$ cat config.mk
export PLATFORM = sky130hd
export DESIGN_NAME = pipe_ctrl
export DESIGN_NICKNAME = d
export VERILOG_FILES = /design/src/rtl/pipe_ctrl.sv
export SDC_FILE = /design/constraint.sdc
export NUM_CORES = 1
export LEC_CHECK = 0
export CORE_MARGIN = 2
export CORE_UTILIZATION = 40
export CTS_CLUSTER_DIAMETER = 60
export DETAILED_ROUTE_END_ITERATION = 8
export GPL_ROUTABILITY_DRIVEN = 0
export PLACE_DENSITY = 0.75
export SLEW_MARGIN = 20
export SYNTH_ARGS = -nofsm -noshare
export SYNTH_HDL_FRONTEND = slang
export SYNTH_SLANG_ARGS = --single-unit
$ cat constraint.sdc
create_clock -name clk -period 4.7 [get_ports clk]
set_input_delay 1.175 -clock clk [delete_from_list [all_inputs] [get_ports clk]]
set_output_delay 1.175 -clock clk [all_outputs]
set_load 0.01 [all_outputs]
$ cat src/rtl/pipe_ctrl.sv
// pipe_ctrl: pipeline stall/flush controller with multi-cycle multiply/divide tracking
module pipe_ctrl #(
  parameter int MUL_CYCLES = 4,
  parameter int DIV_CYCLES = 34
) (
  input  logic        clk,
  input  logic        rst,
  input  logic        stallreq_if,
  input  logic        stallreq_id,
  input  logic        ex_md_start,
  input  logic        ex_md_is_div,
  input  logic        stallreq_mem,
  input  logic        excp_req,
  input  logic [31:0] excp_vector,
  output logic [5:0]  stall,
  output logic        flush,
  output logic [31:0] new_pc,
  output logic        md_busy,
  output logic        md_done
);
  typedef enum logic [1:0] {IDLE, MD_BUSY, FLUSH} state_t;
  localparam logic [5:0] MUL_LOAD = 6'(MUL_CYCLES - 1);
  localparam logic [5:0] DIV_LOAD = 6'(DIV_CYCLES - 1);
  state_t      state, state_nxt;
  logic [5:0]  cnt, cnt_nxt;
  logic [31:0] vec, vec_nxt;
  logic        md_stall;
  // state, busy counter and redirect target registers
  always_ff @(posedge clk or posedge rst)
    if (rst) begin
      state <= IDLE;
      cnt   <= '0;
      vec   <= '0;
    end else begin
      state <= state_nxt;
      cnt   <= cnt_nxt;
      vec   <= vec_nxt;
    end
  // next state: an exception preempts everything, including an in-flight multiply/divide
  always_comb begin
    state_nxt = state;
    cnt_nxt   = cnt;
    vec_nxt   = vec;
    if (excp_req) begin
      state_nxt = FLUSH;
      cnt_nxt   = '0;
      vec_nxt   = excp_vector;
    end else begin
      case (state)
        IDLE: if (ex_md_start) begin
          state_nxt = MD_BUSY;
          cnt_nxt   = ex_md_is_div ? DIV_LOAD : MUL_LOAD;
        end
        MD_BUSY: if (cnt != '0) cnt_nxt = cnt - 6'd1;
                 else if (!stallreq_mem) state_nxt = IDLE;
        default: state_nxt = IDLE;
      endcase
    end
  end
  // outputs: stall priority chain, flush pulse and unit status
  always_comb begin
    md_stall = (state == IDLE && ex_md_start) || (state == MD_BUSY && cnt != '0);
    stall    = excp_req        ? 6'b000000 :
               state == FLUSH  ? 6'b000000 :
               stallreq_mem    ? 6'b011111 :
               md_stall        ? 6'b001111 :
               stallreq_id     ? 6'b000111 :
               stallreq_if     ? 6'b000011 : 6'b000000;
    flush    = state == FLUSH;
    new_pc   = flush ? vec : 32'h0;
    md_busy  = state == MD_BUSY;
    md_done  = md_busy && cnt == '0;
  end
endmodule

==> impl_metrics.json <==
{
  "cts_max_level": 2,
  "final_nets": 288,
  "dp_hpwl_mm": 2.95,
  "holdCritPathClass": "reg -> reg",
  "synth_area_sq_mm": 0.00196,
  "synth_cells": 170,
  "clkTransAtPathRegs_ns": 0.07,
  "pin_count": 81,
  "hold_buffers": 0,
  "worst_r2r_path_depth": 6,
  "drive_gt1_share_pct": 19.1,
  "worst_slew_pin_slew_ns": 0.717,
  "track_usage_pct": 16.3,
  "dr.pass1.iters": 5,
  "clock_sinks": 40,
  "cts_buffer_depth": 2,
  "ant_nets": 0,
  "final_hold_viol_count": 0,
  "cts_setup_buffers": 0,
  "yosysWarnings": 0,
  "fin_cells": 313,
  "cts_resized": 0,
  "path_class": "in -> out",
  "syn_area_per_cell_sq_um": 11.5,
  "antenna_found_initial": 0,
  "yosysUniqueCellTypes": 34,
  "drt_iter0_markers": 133,
  "clock_skew_ns": 0.00378,
  "slew_viol_final": 0,
  "regArea_sq_mm": 0.00100,
  "numCtsBuffers": 5,
  "final_cell_mix": "clkdlybuf4s50_1 (78), dfrtp_1 (40), and2_1 (34), mux2_2 (32), clkbuf_8 (7)",
  "grt_pass1_vias": 1537,
  "fin_hold_ws_ns": 0.499,
  "ir_drop_uv": 167,
  "static-leakage-power_nw": 1.18,
  "fin_tns_setup_ns": 0,
  "fillers": 392,
  "finalInstanceArea_sq_mm": 0.00289,
  "layout_commonest_cell": "clkdlybuf4s50_1",
  "cp-end-kind": "output port",
  "grt_max_degree": 42,
  "multi_input_area_sq_um": 890,
  "syn2layout_area_growth_pct": 47.0,
  "cts_root_buf": "clkbuf_8",
  "num_vias": 1532,
  "holdPathStages": 1,
  "rows": 25,
  "status": "completed",
  "cap_violations": 0,
  "ys.flop_type": "dfrtp_1",
  "antenna_cells": 0,
  "fin_crit_ns": 4.28,
  "start_util_pct": 41.6,
  "max_freq_mhz": 234,
  "rsz0062_at_grt": "no",
  "die_area_sq_mm": 0.00548,
  "ys_seq_area_share_pct": 51.0,
  "finalCritPeriodShare_pct": 91.0,
  "route.detailed.drc": 0,
  "port_buffers": 79,
  "asyncSetResetFlopFracSynth_pct": 100,
  "place_area_sq_mm": 0.00279,
  "wl_per_cell_um": 13.5,
  "grt_pass1_wl_mm": 6.87,
  "synth_edf_count": 0,
  "syn_nets": 212,
  "dp_cells": 306,
  "avgViaCountPerCell": 4.89,
  "overflow": 0,
  "setup_viol": 0,
  "ys_ff_latch": 40,
  "clk_latency_ns": 0.28,
  "die_y_um": 74.1,
  "slew_headroom_pct": 52.1,
  "route.final.wire_length_mm": 4.23,
  "arrival_ns": 3.10,
  "critPathRequiredTime_ns": 3.52,
  "tritoncts": "done",
  "core_area_sq_mm": 0.00472,
  "cp_max_fo": 6,
  "powerDensity_mw_per_mm2": 284,
  "crit_path_start_kind": "primary input",
  "dieWidth_um": 74.1
}
## kinds of logic (layout without fill, tap and decap cells)
group / Yosys count / count (layout) / synth area share, %
buffers and inverters: 16 / 92 / 3.70
flip-flops: 40 / 40 / 51.0
multiplexers: 32 / 32 / 18.4
AND/OR/NAND/NOR: 60 / 60 / 18.4
adder cells (fa/ha/maj): 2 / 2 / 1.27
AO/OA/AOI/OAI: 19 / 19 / 7.07
other: 1 / 1 / 0.191
## state kept, by name, summed over array words and instances, names as in the netlist
register	count
cnt	6
state	2
vec	32
## routing by layer
| metal | share of wire [%] | track usage, % |
|---|---|---|
| met1 | 41 | 18.5 |
| met4 | 1.7 | 5.66 |
| met2 | 48 | 27.8 |
| met3 | 8.5 | 6.50 |
| met5 | 0 | 0 |
## synth_stat cells, drive strengths merged, types with 2 or more instances
library cell / instances / area [sq um]
o21ai: 4 / 20.0
nor2b: 2 / 12.5
a21oi: 5 / 28.8
buf: 6 / 35.0
mux2: 32 / 360
and2: 34 / 213
dfrtp: 40 / 1000
nor3: 5 / 25.0
nor3b: 3 / 22.5
nor2: 5 / 21.3
a31oi: 2 / 12.5
nand2b: 2 / 12.5
ha: 2 / 25.0
clkbuf: 6 / 22.5
nor4: 4 / 25.0
inv: 4 / 15.0
## layout make-up
cell class	instances	area share, %
flip-flops and latches	40	34.7
inverters	4	0.520
clock buffers	7	3.34
multi-input cells	114	30.8
well taps	67	2.90
repair buffers	81	27.7
## final timing paths
check	startpoint	to	slack [ns]
max	ex_md_start	stall[1]	0.42
min	vec[9]	vec[9]	0.50
max reg2reg	cnt[0]	cnt[2]	2.82
min reg2reg	vec[9]	vec[9]	0.50
max in group asynchronous	rst	vec[27]	2.63
min in group asynchronous	rst	vec[7]	1.30
## stage by stage
step                total power [mW]  utilization, %  setup WS, ns
floorplan                      0.487               -          1.36
global placement               0.582            59.1         0.495
detailed placement             0.585            59.1         0.442
CTS                            0.829            61.1         0.425
global route                   0.860            61.1         0.335
finish                         0.820            61.1         0.421
## power by group
| part | total (mW) | switching, mW | leakage (nW) | internal, mW |
|---|---|---|---|---|
| sequential | 0.389 | 0.0146 | 0.481 | 0.374 |
| combinational | 0.188 | 0.0731 | 0.647 | 0.115 |
| clock | 0.243 | 0.113 | 0.0503 | 0.131 |
## worst max-delay path: stages
cell and delay, ns:
clkdlybuf4s50_1 0.49, nor2_2 0.06, a311oi_2 0.48, nor4_1 0.09, nor3_1 0.22, clkdlybuf4s50_1 0.59
Power figures use the tool's default switching activity.
